[src/rtl/mole_spawner.sv]
// Whack-a-mole placement engine: ages and retires lit moles on each game tick and
// spawns new ones at LFSR-chosen free positions. Player whacks resolve into hit/miss/wrong strobes.
module mole_spawner #(
    parameter int                    NUM_MOLES  = 5,
    parameter int                    LFSR_WIDTH = 8,
    parameter logic [LFSR_WIDTH-1:0] TAPS       = 8'hB8,
    parameter logic [LFSR_WIDTH-1:0] SEED       = 8'h01,
    parameter int                    MAX_ACTIVE = 1,
    parameter int                    LIFETIME   = 3
) (
    input  logic                  clk_i,
    input  logic                  rst_ni,
    input  logic                  enable_i,
    input  logic                  pulse_i,
    input  logic                  seed_load_i,
    input  logic [LFSR_WIDTH-1:0] seed_i,
    input  logic [NUM_MOLES-1:0]  whack_i,
    output logic [NUM_MOLES-1:0]  mole_position_o,
    output logic [NUM_MOLES-1:0]  hit_vec_o,
    output logic [NUM_MOLES-1:0]  miss_vec_o,
    output logic                  wrong_o
);

    localparam int IDX_W = $clog2(NUM_MOLES);
    localparam int AGE_W = $clog2(LIFETIME + 1);
    localparam int CNT_W = $clog2(NUM_MOLES + 1);

    localparam logic [LFSR_WIDTH-1:0] NUM_L     = LFSR_WIDTH'(NUM_MOLES);
    localparam logic [IDX_W-1:0]      LAST_POS  = IDX_W'(NUM_MOLES - 1);
    localparam logic [AGE_W-1:0]      AGE_LAST  = AGE_W'(LIFETIME - 1);
    localparam logic [CNT_W-1:0]      MAX_CNT   = CNT_W'(MAX_ACTIVE);

    logic [LFSR_WIDTH-1:0] lfsr_q, lfsr_d, lfsr_step;
    logic [NUM_MOLES-1:0]  mole_q, mole_d;
    logic [NUM_MOLES-1:0]  hit_q, hit_d;
    logic [NUM_MOLES-1:0]  miss_q, miss_d;
    logic                  wrong_q, wrong_d;
    logic [AGE_W-1:0]      age_q [NUM_MOLES];
    logic [AGE_W-1:0]      age_d [NUM_MOLES];
    logic [IDX_W-1:0]      last_idx_q, last_idx_d;
    logic                  last_valid_q, last_valid_d;

    logic                  pulse_acc;
    logic [NUM_MOLES-1:0]  hit_w, kept_w, expire_w, live_w, spawn_w;
    logic [CNT_W-1:0]      live_cnt;
    logic                  spawn_ok, spawn_found;
    logic [IDX_W-1:0]      cand_mod, cand, spawn_idx;

    assign lfsr_step = lfsr_q[0] ? ((lfsr_q >> 1) ^ TAPS) : (lfsr_q >> 1);
    assign pulse_acc = enable_i & pulse_i & ~seed_load_i;
    assign hit_w     = whack_i & mole_q;
    assign kept_w    = mole_q & ~whack_i;
    assign live_w    = kept_w & ~expire_w;

    // Per-mole aging: a whacked or expired mole restarts at age 0.
    generate
        for (genvar gi = 0; gi < NUM_MOLES; gi++) begin : g_mole
            assign expire_w[gi] = pulse_acc & kept_w[gi] & (age_q[gi] == AGE_LAST);

            always_comb begin
                age_d[gi] = '0;
                if (enable_i && kept_w[gi] && !expire_w[gi]) begin
                    age_d[gi] = pulse_acc ? (age_q[gi] + AGE_W'(1)) : age_q[gi];
                end
            end
        end
    endgenerate

    always_comb begin
        live_cnt = '0;
        for (int i = 0; i < NUM_MOLES; i++) begin
            live_cnt = live_cnt + CNT_W'(live_w[i]);
        end
    end

    assign spawn_ok = pulse_acc && (live_cnt < MAX_CNT);
    assign cand_mod = IDX_W'(lfsr_step % NUM_L);
    // Never respawn on the position just used while the game has been running.
    assign cand = (last_valid_q && (cand_mod == last_idx_q))
                ? ((cand_mod == LAST_POS) ? '0 : (cand_mod + IDX_W'(1)))
                : cand_mod;

    always_comb begin
        int          p;
        logic [IDX_W-1:0] pi;
        spawn_found = 1'b0;
        spawn_idx   = cand;
        spawn_w     = '0;
        p           = 0;
        pi          = '0;
        for (int k = 0; k < NUM_MOLES; k++) begin
            p = int'(cand) + k;
            if (p >= NUM_MOLES) begin
                p = p - NUM_MOLES;
            end
            pi = IDX_W'(p);
            if (!spawn_found && !live_w[pi]) begin
                spawn_found = 1'b1;
                spawn_idx   = pi;
            end
        end
        if (spawn_ok && spawn_found) begin
            spawn_w[spawn_idx] = 1'b1;
        end
    end

    always_comb begin
        lfsr_d = lfsr_q;
        if (seed_load_i) begin
            lfsr_d = (seed_i == '0) ? SEED : seed_i;
        end else if (pulse_acc) begin
            lfsr_d = lfsr_step;
        end

        mole_d       = '0;
        hit_d        = '0;
        miss_d       = '0;
        wrong_d      = 1'b0;
        last_idx_d   = last_idx_q;
        last_valid_d = 1'b0;
        if (enable_i) begin
            mole_d       = live_w | spawn_w;
            hit_d        = hit_w;
            miss_d       = expire_w;
            wrong_d      = |(whack_i & ~mole_q);
            last_valid_d = last_valid_q;
            if (spawn_ok && spawn_found) begin
                last_idx_d   = spawn_idx;
                last_valid_d = 1'b1;
            end
        end
    end

    always_ff @(posedge clk_i or negedge rst_ni) begin
        if (!rst_ni) begin
            lfsr_q       <= SEED;
            mole_q       <= '0;
            hit_q        <= '0;
            miss_q       <= '0;
            wrong_q      <= 1'b0;
            last_idx_q   <= '0;
            last_valid_q <= 1'b0;
            for (int i = 0; i < NUM_MOLES; i++) begin
                age_q[i] <= '0;
            end
        end else begin
            lfsr_q       <= lfsr_d;
            mole_q       <= mole_d;
            hit_q        <= hit_d;
            miss_q       <= miss_d;
            wrong_q      <= wrong_d;
            last_idx_q   <= last_idx_d;
            last_valid_q <= last_valid_d;
            for (int i = 0; i < NUM_MOLES; i++) begin
                age_q[i] <= age_d[i];
            end
        end
    end

    assign mole_position_o = mole_q;
    assign hit_vec_o       = hit_q;
    assign miss_vec_o      = miss_q;
    assign wrong_o         = wrong_q;

endmodule

[config.mk]
export PLATFORM = sky130hd
export DESIGN_NAME = mole_spawner
export DESIGN_NICKNAME = d
export VERILOG_FILES = /design/src/rtl/mole_spawner.sv
export SDC_FILE = /design/constraint.sdc
export NUM_CORES = 1
export LEC_CHECK = 0
export BUFFER_PORTS_ARGS = -buffer_cell sky130_fd_sc_hd__buf_4
export CAP_MARGIN = 25
export CORE_ASPECT_RATIO = 0.6
export CORE_UTILIZATION = 49
export DETAILED_ROUTE_END_ITERATION = 6
export GPL_TIMING_DRIVEN = 0
export PLACE_DENSITY = 0.64
export SKIP_LAST_GASP = 1
export SLEW_MARGIN = 20
export SYNTH_ARGS = -nofsm -noshare
export SYNTH_HDL_FRONTEND = slang
export SYNTH_SLANG_ARGS = --single-unit
export TNS_END_PERCENT = 50
[constraint.sdc]
create_clock -name clk_i -period 10.9 [get_ports clk_i]
set_input_delay 1.09 -clock clk_i [delete_from_list [all_inputs] [get_ports clk_i]]
set_output_delay 1.09 -clock clk_i [all_outputs]
set_load 0.005 [all_outputs]
After elaboration in Yosys (flattened, before gate mapping):

Cells that the tools add are included.

* bits in registers: 38
* word-level logic and storage cells: 164

* add/subtract/negate cells: 19
* divide/modulo/power cells: 1
* order comparisons: 13
* equal/unequal tests: 13
* muxes and demuxes: 50
* bitwise logic cells: 22
* reductions and logical operators: 34

Operators by type and width (count)
* $mux 3: 12
* $mux 8: 4
* $lt 3x4->1 const B: 6
* $and 5x5->5: 4
* $mux 2: 10
* $mux 5: 4
* $logic_and 1x1->1: 18
* $ge 4x3->1 const B: 4
* $bmux 1 s3: 5
* $not 5->5: 3
* $sub 3x3->3 const B: 5
* $mux 1: 14
* $and 1x1->1: 12
* $logic_not 1->1: 12
* $add 2x1->2 const B: 5
* $eq 2x2->1 const B: 5
* $ne 2x2->1 const B: 5
* $add 3x2->4 const B: 2
* $logic_not 8->1: 1
* $mod 8x3->8 const B: 1
* $add 3x1->3: 2
* $or 5x5->5: 1
* $reduce_or 5->1: 1
* $add 3x1->4 const B: 1
* other kinds (15): 15

Depth between registers and ports, before layout:

Gate-level depths: netlist (run 1).

* depth in word-level cells: 30
* depth in mapped cells: 39
* mapped depth without buffers: 34

Worst setup path before layout (run 1):

No wires, ideal clock.

* kind: register to register
* start: register lfsr_q[5]
* end: register mole_q[4] (netlist: mole_position_o[4])
* library setup time: 0.103 ns
* arrival: 7.151 ns
* required time: 10.797 ns
* path slack: 3.646 ns
* cell stages (with the launch flop): 35
* path buffers: 3
* period minus slack after synthesis: 7.254 ns
* path through: dfrtp_1 > buf_6 > and4_4 > a211o_1 > a2111oi_4 > nor2_2 > inv_1 > ha_1 > a21oi_1 > o311ai_1 > a2bb2oi_2 > nor2_1 > a21oi_1 > ha_1 > nand2b_1 > a311oi_2 > o211a_1 > buf_2 > mux2i_2 > nand2_1 > nor3_4 > nor2_4 > ha_1 > clkbuf_1 > xnor3_1 > mux2i_1 > a21oi_1 > o2111ai_1 > o31ai_2 > mux2i_2 > inv_2 > o31ai_2 > o22a_2 > a32oi_2 > o41ai_2

* cells in the longest elaborated chain, start to end: 30

Ends and longest elaborated chain
* start: declaration: RTL line 33 `logic [LFSR_WIDTH-1:0] lfsr_q, lfsr_d, lfsr_step;`
* start signal: assignment: RTL line 147 `lfsr_q <= lfsr_d;`
* $not 3->4 (no source line)
* $mux 8 (*): RTL line 49 `assign lfsr_step = lfsr_q[0] ? ((lfsr_q >> 1) ^ TAPS) : (lfsr_q >> 1);`
* $mod 8x3->8 (*): RTL line 77 `assign cand_mod = IDX_W'(lfsr_step % NUM_L);`
* $add 3x1->3 (tied with other cells): RTL line 80 `? ((cand_mod == LAST_POS) ? '0 : (cand_mod + IDX_W'(1)))`
* $mux 3 or $logic_and 1x1->1 (tied branches): RTL line 80, 79
* $mux 3 (*): RTL line 80
* $add 3x1->4: RTL line 92 `p = int'(cand) + k;`
* $ge 4x3->1 or $sub 3x3->3 (tied branches): RTL line 93, 94
* [... 15 more ...]
* $lt 3x4->1 (not written as such) or $ge 3x1->1 (tied branches): RTL line 103 `spawn_w[spawn_idx] = 1'b1;`
* $logic_and 1x1->1 (not written as such): RTL line 103
* $mux 1 (not written as such): RTL line 103
* $demux 1 s3: RTL line 103
* $mux 5 (*): RTL line 102 `if (spawn_ok && spawn_found) begin`
* $or 5x5->5 (*): RTL line 122 `mole_d = live_w | spawn_w;`
* $mux 5 (*): RTL line 121 `if (enable_i) begin`
* via mole_d[4]: RTL line 34 `logic [NUM_MOLES-1:0] mole_q, mole_d;`
* end signal: assignment: RTL line 148 `mole_q <= mole_d;`
* end: declaration: RTL line 34

Mark *: on every way through the listed nets, which the timed path passes. The rest lies on a longest branch. The select of a mux whose other input is x is not followed.
A chain may end at the register's enable or synchronous reset.

Worst setup path in the final report (run 1):

* start: register lfsr_q[3]
* end: register mole_q[4] (netlist: mole_position_o[4])

* cells in the longest elaborated chain, start to end: 29

Ends and longest elaborated chain
* $mux 8 (*): RTL line 49
* $mod 8x3->8 (*): RTL line 77
* $add 3x1->3 (tied with other cells): RTL line 80
* $mux 3 or $logic_and 1x1->1 (tied branches): RTL line 80, 79
* $mux 3 (*): RTL line 80
* $add 3x1->4: RTL line 92
* $ge 4x3->1 or $sub 3x3->3 (tied branches): RTL line 93, 94
* $mux 3: RTL line 93 `if (p >= NUM_MOLES) begin`
* [... 14 more ...]
* $lt 3x4->1 (not written as such) or $ge 3x1->1 (tied branches): RTL line 103
* $logic_and 1x1->1 (not written as such): RTL line 103
* $mux 1 (not written as such): RTL line 103
* $demux 1 s3: RTL line 103
* $mux 5 (*): RTL line 102
* $or 5x5->5 (*): RTL line 122
* $mux 5 (*): RTL line 121
* via mole_d[4]: RTL line 34

Marked as above.

==> results.py, run 1 <==
metrics = {
    "floorplan": {
        "die_h_um": 78.85,
        "core.rowCount": 27,
        "die_area_um2": 10260,
        "die_w_um": 130.1,
        "floorplan.initialDensity_pct": 51.54,
        "io_pins": 34,
        "core_um2": 9358,
    },
    "drt": {
        "drcViolationCount": 0,
        "post_drt_wl_per_cell_um": 20.17,
        "via_count": 4946,
        "vias_per_cell": 6.560,
        "drt_pass_1_iters": 5,
        "drt_first_iter_violations": 646,
        "postRouteAntennaNets": 0,
        "total_wire_length_mm": 15.21,
    },
    "sta": {
        "rsz0062_at_grt": "no",
        "final-max-slew-violation-count": 0,
        "finalCritPeriodShare_pct": 84.10,
        "final.setup.tns_ns": 0,
        "report.final.setup_viol": 0,
        "worst-slew-pin-transition_ns": 0.6227,
        "fmax_mhz": 109.1,
        "setup_slack_ns": 1.734,
        "final_hold_viol_count": 0,
        "period_minus_slack_ns": 9.166,
        "final.setup_skew_ns": 0.003977,
        "slew-limit-headroom_pct": 58.17,
    },
    "setup_path": {
        "timing.critical_path.slowest_stage_cell": "sky130_fd_sc_hd__mux2i_2",
        "worstSetupPathType": "flop to flop",
        "nature_of_the_critical_path_endpoint": "flop",
        "arrival_ns": 9.33,
        "timing.critical_path.from_type": "flop",
        "cpPeakStageDelay_ns": 0.52,
        "timing.critical_path.required_ns": 11.07,
        "worst-path-max-fanout": 10,
        "crit_top_cell": "sky130_fd_sc_hd__a21oi_1",
    },
    "logic_synthesis": {
        "postSynthRegisterBits": 38,
        "yosys.cell_types.count": 107,
        "synth_edf_count": 0,
        "syn_area_um2": 4823,
        "synth.yosys.warnings": 0,
        "dominantRegCellSynth": "sky130_fd_sc_hd__dfrtp_1",
        "postSynthCellCount": 585,
        "synth_async_sr_flop_share_pct": 100.0,
        "synth_top_cell_area_share_pct": 19.20,
        "synth_top_area_cell": "sky130_fd_sc_hd__dfrtp_1",
        "seq_area_frac_synth_pct": 19.74,
        "postSynthNetCount": 622,
        "avgSynthCellArea_um2": 8.245,
        "most_area_consuming_cells_after_synthesis": "sky130_fd_sc_hd__dfrtp_1 (19%), sky130_fd_sc_hd__nand2_1 (4.4%), sky130_fd_sc_hd__ha_1 (4.4%)",
    },
    "place": {
        "gpl.final_weighted_congestion": 0.9667,
        "detailedPlacementHpwl_mm": 12.12,
        "placement.setup.worst_slack_ns": 2.099,
        "place.port_buffers": 32,
    },
    "job": {
        "drv.max_cap_violation_count": 0,
    },
    "clock_network": {
        "cts.root.buffer_cell": "sky130_fd_sc_hd__clkbuf_16",
        "cts.repair.resized": 0,
        "ctsHtreeMaxLevel": 2,
        "post_cts.repair.setup_buffers": 0,
        "insertion_delay_ns": 0.28,
        "cts_tree": "done",
        "worst_setup_hold_path_clk_slew_ns": 0.05,
        "clock_tree.buffer_depth": 2,
        "cts_buffers": 5,
        "cts.sinks": 38,
        "cts.hold.buffers_added": 0,
    },
    "global_route": {
        "grt.total_usage_pct": 30.38,
        "first_global_vias": 4345,
        "grt_first_pass_wirelength_mm": 23.91,
        "antenna_found_initial": 0,
        "grt_remaining_overflow": 0,
        "grt_max_degree": 39,
    },
    "finish": {
        "final_util_pct": 57.27,
        "fin_nets": 661,
        "diodes": 0,
        "synthToLayoutAreaGrowth_pct": 11.10,
        "drive_above_1_share_pct": 18.59,
    },
    "min_path": {
        "min-delay-path-class": "flop to flop",
    },
    "pwr": {
        "power_density_nw_per_um2": 367.0,
        "ir_worst_vdd_uv": 274.1,
        "power.static_leakage_uw": 0.002189,
    },
    "run_status": {
        "run_status": "finished clean",
    },
}
## layout make-up
class	count	area, um^2
multi-input combinational	479	3538
buffer	33	198.9
fill	856	3999
timing repair buffer	32	240.2
inverter	35	133.9
clock buffer	7	132.6
tap	130	162.7
sequential	38	952.2
## per-layer routing
layer / vias up / global-route usage [%] / routed length, um
li1: 2295 / - / -
met1: 2386 / 49.88 / 7829
met2: 261 / 38.09 / 5526
met3: 4 / 8.154 / 1791
met4: 0 / 4.070 / 60
met5: - / 0 / 0
## Yosys cell counts, types with 7 or more instances
cell type                  count
sky130_fd_sc_hd__nand2_1      57
sky130_fd_sc_hd__nor2_1       52
sky130_fd_sc_hd__dfrtp_1      37
sky130_fd_sc_hd__inv_1        30
sky130_fd_sc_hd__a21oi_1      29
sky130_fd_sc_hd__o21ai_0      26
sky130_fd_sc_hd__nand3_1      20
sky130_fd_sc_hd__ha_1         17
sky130_fd_sc_hd__mux2i_1      17
sky130_fd_sc_hd__o211ai_1     17
sky130_fd_sc_hd__xnor2_1      15
sky130_fd_sc_hd__and3_1       14
sky130_fd_sc_hd__clkbuf_1     11
sky130_fd_sc_hd__o31ai_1      10
sky130_fd_sc_hd__buf_2         9
sky130_fd_sc_hd__nand2b_1      9
sky130_fd_sc_hd__nor2b_1       9
sky130_fd_sc_hd__a31oi_1       8
sky130_fd_sc_hd__nor3_1        8
sky130_fd_sc_hd__o21ai_1       8
sky130_fd_sc_hd__buf_6         7
sky130_fd_sc_hd__nand4_1       7
sky130_fd_sc_hd__nor4_1        7
## cell families after synthesis
kind of cell	share of synthesized area, %
AOI/OAI and AO/OA	34.01
xor gates and xnor gates	3.710
adders and majority gates	5.240
buffers and inverters	6.900
DFF	19.74
muxes	5.940
and+or+nand+nor	24.46
## worst max-delay path, delay by kind of cell, from the launching register on
family | cells | cell delay [ns]
adders and majority gates | 3 | 0.91
muxes | 3 | 1.11
buffers and inverters | 6 | 1.07
xor gates and xnor gates | 1 | 0.40
DFF | 1 | 0.42
AOI/OAI and AO/OA | 16 | 3.52
and+or+nand+nor | 6 | 1.57
## path summary, 6_finish.rpt
kind / end / startpoint / depth (start not counted) / slack (ns)
setup / recovery: mole_position_o[4] / lfsr_q[3] / 35 / 1.73
hold / removal: last_valid_q / last_valid_q / 2 / 0.52
setup reg to reg: mole_position_o[4] / lfsr_q[3] / 35 / 1.73
hold reg to reg: last_valid_q / last_valid_q / 2 / 0.52
max in group asynchronous: lfsr_q[0] / rst_ni / 1 / 9.78
min in group asynchronous: age_q[6] / rst_ni / 1 / 0.77
## registers in the layout, indices dropped and copies added, names as in the netlist
register         cells
lfsr_q               8
mole_position_o      5
miss_vec_o           5
last_idx_q           3
last_valid_q         1
wrong_o              1
age_q               10
hit_vec_o            5
## per-stage QoR
stage          cell area [um^2]  std cells  hold WS, ns  power [uW]
2_1_floorplan              4823        585       0.4536        1382
3_3_place_gp               5226        747       0.4693        1746
3_5_place_dp               5226        747       0.5056        1756
4_1_cts                    5359        754       0.5298        1901
5_1_grt                    5359        754       0.5541        2072
6_report                   5359        754       0.5210        1967
## report_power, final
part           leakage [uW]  internal, uW  switching [uW]
Combinational       0.00162           589            1070
Sequential         0.000502           155            14.5
Clock             0.0000640          83.5            50.3
## cell usage in the layout (no fill, tap or decap), types with 4 or more instances in the layout
cell	netlist	final
sky130_fd_sc_hd__nand2_1	57	57
sky130_fd_sc_hd__nor2_1	52	52
sky130_fd_sc_hd__dfrtp_1	37	37
sky130_fd_sc_hd__buf_4	3	35
sky130_fd_sc_hd__inv_1	30	30
sky130_fd_sc_hd__a21oi_1	29	29
sky130_fd_sc_hd__o21ai_0	26	26
sky130_fd_sc_hd__nand3_1	20	20
sky130_fd_sc_hd__o211ai_1	17	17
sky130_fd_sc_hd__mux2i_1	17	17
sky130_fd_sc_hd__ha_1	17	17
sky130_fd_sc_hd__xnor2_1	15	15
sky130_fd_sc_hd__and3_1	14	14
sky130_fd_sc_hd__clkbuf_1	11	13
sky130_fd_sc_hd__o31ai_1	10	10
sky130_fd_sc_hd__buf_2	9	9
sky130_fd_sc_hd__nand2b_1	9	9
sky130_fd_sc_hd__nor2b_1	9	9
sky130_fd_sc_hd__nor3_1	8	8
sky130_fd_sc_hd__o21ai_1	8	8
sky130_fd_sc_hd__a31oi_1	8	8
sky130_fd_sc_hd__buf_6	7	7
sky130_fd_sc_hd__nor4_1	7	7
sky130_fd_sc_hd__nand4_1	7	7
sky130_fd_sc_hd__o22ai_1	6	6
sky130_fd_sc_hd__o21a_1	6	6
sky130_fd_sc_hd__o211a_1	6	6
sky130_fd_sc_hd__a211o_1	5	5
sky130_fd_sc_hd__or3_1	5	5
sky130_fd_sc_hd__clkbuf_16	0	5
sky130_fd_sc_hd__o31a_1	4	4
sky130_fd_sc_hd__nand3b_1	4	4
sky130_fd_sc_hd__o31ai_2	4	4
sky130_fd_sc_hd__a311oi_1	4	4
Power figures use the tool's default switching activity.
==> run 2, diff against run 1 <==
==> constraint.sdc (replaced) <==
create_clock -name clk_i -period 8.5 [get_ports clk_i]
set_input_delay 0.85 -clock clk_i [delete_from_list [all_inputs] [get_ports clk_i]]
set_output_delay 0.85 -clock clk_i [all_outputs]
set_load 0.005 [all_outputs]
==> run 2 against run 1 <==
Clock skew up 0.00051 ns; global-route usage increased by 0.094 points; register-to-register slack got worse by 1.6 ns; worst setup slack worse by 1.6 ns; non-clock buffer count rose by 15; critical path depth fell by 1; wire length rose by 3.0%; critical endpoint unchanged; highest routed layer unchanged.
==> results.py, run 2 (synthesized netlist as in run 1, its figures left out) <==
metrics = {
    "place": {
        "gpl.final_weighted_congestion": 0.9667,
        "dpl-instance-area_um2": 5226,
        "place.port_buffers": 32,
        "placed_cells": 747,
        "detailedPlacementHpwl_mm": 12.12,
    },
    "floorplan": {
        "die_w_um": 130.1,
        "io_pins": 34,
        "core_um2": 9358,
        "floorplan.initialDensity_pct": 51.54,
        "die_h_um": 78.85,
        "die_area_um2": 10260,
        "core.rowCount": 27,
    },
    "sta": {
        "finalCritPeriodShare_pct": 98.06,
        "worst-slew-pin-transition_ns": 0.6792,
        "final_hold_viol_count": 0,
        "period_minus_slack_ns": 8.335,
        "slew-limit-headroom_pct": 54.51,
        "final-max-slew-violation-count": 0,
        "fmax_mhz": 120.0,
        "report.final.setup_viol": 0,
        "final.setup_skew_ns": 0.004491,
    },
    "pwr": {
        "ir_worst_vdd_uv": 359.6,
        "power_density_nw_per_um2": 485.7,
        "power.static_leakage_uw": 0.002273,
        "report.power.total_uw": 2716,
    },
    "finish": {
        "final_cell_area_um2": 5592,
        "most-common-layout-cells": "sky130_fd_sc_hd__nand2_1 (57), sky130_fd_sc_hd__buf_4 (52), sky130_fd_sc_hd__nor2_1 (51)",
        "stdcell_count": 769,
        "largest_register_ff_count": 10,
        "final_common_cell": "sky130_fd_sc_hd__nand2_1",
        "diodes": 0,
        "largest-register": "age_q",
        "synthToLayoutAreaGrowth_pct": 15.93,
        "largestRegisters": "age_q x10, lfsr_q x8",
        "fill_cells": 840,
        "fin_nets": 676,
        "drive_above_1_share_pct": 23.00,
    },
    "setup_path": {
        "nature_of_the_critical_path_endpoint": "flop",
        "cpPeakStageDelay_ns": 0.42,
        "worst-path-max-fanout": 10,
        "timing.critical_path.required_ns": 8.64,
        "arrival_ns": 8.47,
        "timing.critical_path.slowest_stage_cell": "sky130_fd_sc_hd__dfrtp_1",
        "timing.critical_path.from_type": "flop",
        "worstSetupPathType": "flop to flop",
    },
    "clock_network": {
        "ctsHtreeMaxLevel": 2,
        "clock_tree.buffer_depth": 2,
        "cts_tree": "done",
        "cts.hold.buffers_added": 0,
        "cts_buffers": 5,
        "cts.sinks": 38,
        "cts.root.buffer_cell": "sky130_fd_sc_hd__clkbuf_16",
        "worst_setup_hold_path_clk_slew_ns": 0.05,
        "insertion_delay_ns": 0.28,
    },
    "global_route": {
        "first_global_vias": 4356,
        "grt_first_pass_wirelength_mm": 24.01,
        "grt_remaining_overflow": 0,
        "grt.total_usage_pct": 30.47,
        "antenna_found_initial": 0,
        "grt_max_degree": 39,
    },
    "drt": {
        "total_wire_length_mm": 15.67,
        "post_drt_wl_per_cell_um": 20.38,
        "drcViolationCount": 0,
        "drt_first_iter_violations": 651,
        "postRouteAntennaNets": 0,
        "vias_per_cell": 6.601,
        "drt_pass_1_iters": 5,
        "via_count": 5076,
    },
    "job": {
        "drv.max_cap_violation_count": 0,
    },
    "min_path": {
        "min-delay-path-class": "flop to flop",
    },
    "run_status": {
        "run_status": "finished clean",
    },
}
-- run 2: per-stage QoR --
step / TNS, ns / setup slack, ns / utilization, % / hold WS [ns]
2_1_floorplan: 0 / 1.246 / - / 0.4536
3_3_place_gp: -1.208 / -0.2873 / 55.85 / 0.4693
3_5_place_dp: -1.375 / -0.3009 / 55.85 / 0.5056
4_1_cts: 0 / 0.003217 / 57.72 / 0.5298
5_1_grt: -0.1363 / -0.04152 / 59.75 / 0.5541
6_report: 0 / 0.1649 / 59.75 / 0.5259
-- run 2: cell type report --
| type | instances | area [um^2] | area share (%) |
|---|---|---|---|
| flip-flops and latches | 38 | 952.2 | 17.03 |
| clock buffers | 7 | 132.6 | 2.372 |
| well taps | 130 | 162.7 | 2.909 |
| repair buffers | 49 | 367.9 | 6.579 |
| plain buffers | 31 | 195.2 | 3.491 |
| inverters | 35 | 133.9 | 2.394 |
| multi-input cells | 479 | 3647 | 65.23 |
-- run 2: timing repair --
action	4_1_cts	5_1_grt
pin swaps	1	10
gates resized for setup	8	15
setup buffers	1	16
endpoints found under the setup margin	8	9
-- run 2: where the power goes --
part           internal [uW]  leakage, uW  switching, uW
Sequential               199     0.000502           18.8
Clock                    107    0.0000640           64.3
Combinational            884      0.00171           1440
-- run 2: worst max-delay path, delay by kind of cell, from the launching register on --
| kind | cells | cell delay [ns] |
|---|---|---|
| flops | 1 | 0.42 |
| compound gates | 16 | 3.79 |
| fa+ha+maj | 4 | 1.01 |
| simple gates | 6 | 1.17 |
| mux | 2 | 0.61 |
| buf+inv | 6 | 1.16 |
-- run 2: final timing paths --
kind | from | endpoint | slack [ns] | cells past startpoint
min in group asynchronous | rst_ni | age_q[6] | 0.54 | 1
hold / removal | age_q[1] | age_q[1] | 0.53 | 2
max in group asynchronous | rst_ni | lfsr_q[0] | 7.62 | 1
setup / recovery | lfsr_q[3] | mole_position_o[4] | 0.16 | 34
setup reg to reg | lfsr_q[3] | mole_position_o[4] | 0.16 | 34
hold reg to reg | age_q[1] | age_q[1] | 0.53 | 2
-- run 2: routing by layer --
| metal | vias to the layer above | wire length, um | GRT usage [%] |
|---|---|---|---|
| met5 | - | 0 | 0 |
| met4 | 0 | 65 | 4.070 |
| met3 | 4 | 1868 | 7.615 |
| met2 | 294 | 5807 | 38.40 |
| met1 | 2450 | 7929 | 50.21 |
| li1 | 2328 | - | - |
==> run 3, diff against run 2 <==
--- a/config.mk
+++ b/config.mk
@@ -8,10 +8,10 @@
 export BUFFER_PORTS_ARGS = -buffer_cell sky130_fd_sc_hd__buf_4
 export CAP_MARGIN = 25
 export CORE_ASPECT_RATIO = 0.6
-export CORE_UTILIZATION = 49
+export CORE_UTILIZATION = 35
 export DETAILED_ROUTE_END_ITERATION = 6
 export GPL_TIMING_DRIVEN = 0
-export PLACE_DENSITY = 0.64
+export PLACE_DENSITY = 0.48
 export SKIP_LAST_GASP = 1
 export SLEW_MARGIN = 20
 export SYNTH_ARGS = -nofsm -noshare
==> run 3 against run 2 <==
Sequential power hardly changed; first-iteration DRC count decreased by 26%; hold slack got worse by 0.023 ns; core utilization down 16 points; cell count grew 5.2%; critical endpoint unchanged.
==> results.py, run 3 (synthesized netlist as in run 1, its figures left out) <==
metrics = {
    "global_route": {
        "grt_max_degree": 39,
        "grt_first_pass_wirelength_mm": 25.92,
        "grt.total_usage_pct": 23.03,
        "grt_remaining_overflow": 0,
        "first_global_vias": 4603,
        "antenna_found_initial": 0,
    },
    "clock_network": {
        "cts.root.buffer_cell": "sky130_fd_sc_hd__clkbuf_16",
        "clock_tree.buffer_depth": 2,
        "insertion_delay_ns": 0.28,
        "worst_setup_hold_path_clk_slew_ns": 0.06,
        "cts_buffers": 5,
        "ctsHtreeMaxLevel": 2,
        "cts_tree": "done",
        "cts.sinks": 38,
        "cts.hold.buffers_added": 0,
    },
    "floorplan": {
        "die_area_um2": 14270,
        "core.rowCount": 32,
        "die_h_um": 92.93,
        "die_w_um": 153.6,
        "floorplan.initialDensity_pct": 36.73,
        "io_pins": 34,
        "core_um2": 13130,
    },
    "drt": {
        "via_count": 4950,
        "vias_per_cell": 6.119,
        "drt_pass_1_iters": 5,
        "drcViolationCount": 0,
        "postRouteAntennaNets": 0,
        "drt_first_iter_violations": 483,
        "total_wire_length_mm": 16.36,
        "post_drt_wl_per_cell_um": 20.23,
    },
    "finish": {
        "fill_cells": 1339,
        "final_util_pct": 43.53,
        "most-common-layout-cells": "sky130_fd_sc_hd__nand2_1 (57), sky130_fd_sc_hd__nor2_1 (51), sky130_fd_sc_hd__buf_4 (50)",
        "synthToLayoutAreaGrowth_pct": 18.52,
        "largest-register": "age_q",
        "largestRegisters": "age_q x10, lfsr_q x8",
        "largest_register_ff_count": 10,
        "stdcell_count": 809,
        "final_common_cell": "sky130_fd_sc_hd__nand2_1",
        "diodes": 0,
        "drive_above_1_share_pct": 23.94,
        "fin_nets": 675,
    },
    "setup_path": {
        "worst-path-max-fanout": 11,
        "arrival_ns": 8.26,
        "timing.critical_path.slowest_stage_cell": "sky130_fd_sc_hd__dfrtp_1",
        "nature_of_the_critical_path_endpoint": "flop",
        "timing.critical_path.from_type": "flop",
        "worstSetupPathType": "flop to flop",
        "cpLargestDelayFamily": "compound AO/OA/AOI/OAI gates",
        "timing.critical_path.required_ns": 8.67,
        "cpPeakStageDelay_ns": 0.46,
        "critPathBufInv": 8,
    },
    "pwr": {
        "power_density_nw_per_um2": 476.8,
        "report.power.total_uw": 2726,
        "ir_worst_vdd_uv": 229.9,
        "power.static_leakage_uw": 0.002287,
    },
    "place": {
        "placed_cells": 787,
        "detailedPlacementHpwl_mm": 12.74,
        "gpl.final_weighted_congestion": 0.9549,
        "place.port_buffers": 32,
    },
    "job": {
        "drv.max_cap_violation_count": 0,
    },
    "sta": {
        "final.setup_skew_ns": 0.002731,
        "period_minus_slack_ns": 8.093,
        "final_hold_viol_count": 0,
        "rsz0062_at_grt": "no",
        "fmax_mhz": 123.6,
        "finalCritPeriodShare_pct": 95.21,
        "final-max-slew-violation-count": 0,
        "worst-slew-pin-transition_ns": 0.6376,
        "report.final.setup_viol": 0,
        "final.setup.tns_ns": 0,
        "minimum_hold_slack_ns": 0.5033,
        "slew-limit-headroom_pct": 57.50,
    },
    "min_path": {
        "min-delay-path-class": "flop to flop",
    },
    "run_status": {
        "run_status": "finished clean",
    },
}
[run 3: cell types whose count changed in the layout (fill, tap and decap cells not counted), sizes merged]
cell      before  now
buf           70   66
clkinvlp       0    2
bufinv         0    1
clkbuf        17   18
[run 3: power by group]
| part | internal, uW | total [uW] | switching, uW | leakage (uW) |
|---|---|---|---|---|
| logic | 863 | 2300 | 1430 | 0.00171 |
| clock network | 138 | 211 | 73.1 | 0.0000760 |
| registers | 199 | 217 | 18.1 | 0.000502 |
| total | 1200 | 2730 | 1530 | 0.00229 |
[run 3: worst register-to-register path: cells and delay by family, from the launching register on]
kind            cells  cell delay [ns]
simple gates        5             0.79
compound gates     17             3.48
fa+ha+maj           4             1.00
flops               1             0.46
buf+inv             8             1.53
mux                 2             0.75
[run 3: repair_timing]
action / CTS / global route
pin swaps: 2 / 10
setup endpoints to repair: 8 / 9
gates resized for setup: 5 / 26
buffers inserted: 2 / 13
[run 3: layout make-up]
type	count	area (um^2)	area share, %
buffer	32	202.7	3.546
timing repair buffer	47	352.8	6.172
clock buffer	5	125.1	2.189
inverter	35	133.9	2.342
tap	170	212.7	3.721
sequential	38	952.2	16.66
multi-input combinational	479	3692	64.59
clock inverter	3	45.04	0.7879
[run 3: metrics by stage]
stage / worst slack [ns] / cell area, um^2
after floorplan: 1.246 / 4823
after global placement: -0.3797 / 5276
after detailed placement: -0.3248 / 5276
after CTS: -0.005125 / 5477
after global routing: 0.004467 / 5717
final: 0.4075 / 5717
[run 3: final timing paths]
path / startpoint / end / slack (ns) / cells after the start
setup / recovery: lfsr_q[7] / mole_position_o[4] / 0.41 / 36
hold / removal: last_valid_q / last_valid_q / 0.50 / 2
setup reg to reg: lfsr_q[7] / mole_position_o[4] / 0.41 / 36
hold reg to reg: last_valid_q / last_valid_q / 0.50 / 2
max in group asynchronous: rst_ni / lfsr_q[0] / 7.61 / 1
min in group asynchronous: rst_ni / age_q[2] / 0.53 / 1
[run 3: layer usage]
metal / routed length, um / vias to the layer above / GRT usage [%]
met2: 5962 / 210 / 29.66
met3: 1546 / 5 / 3.931
met4: 42 / 0 / 2.333
met1: 8814 / 2407 / 38.60
li1: - / 2328 / -
met5: 0 / - / 0
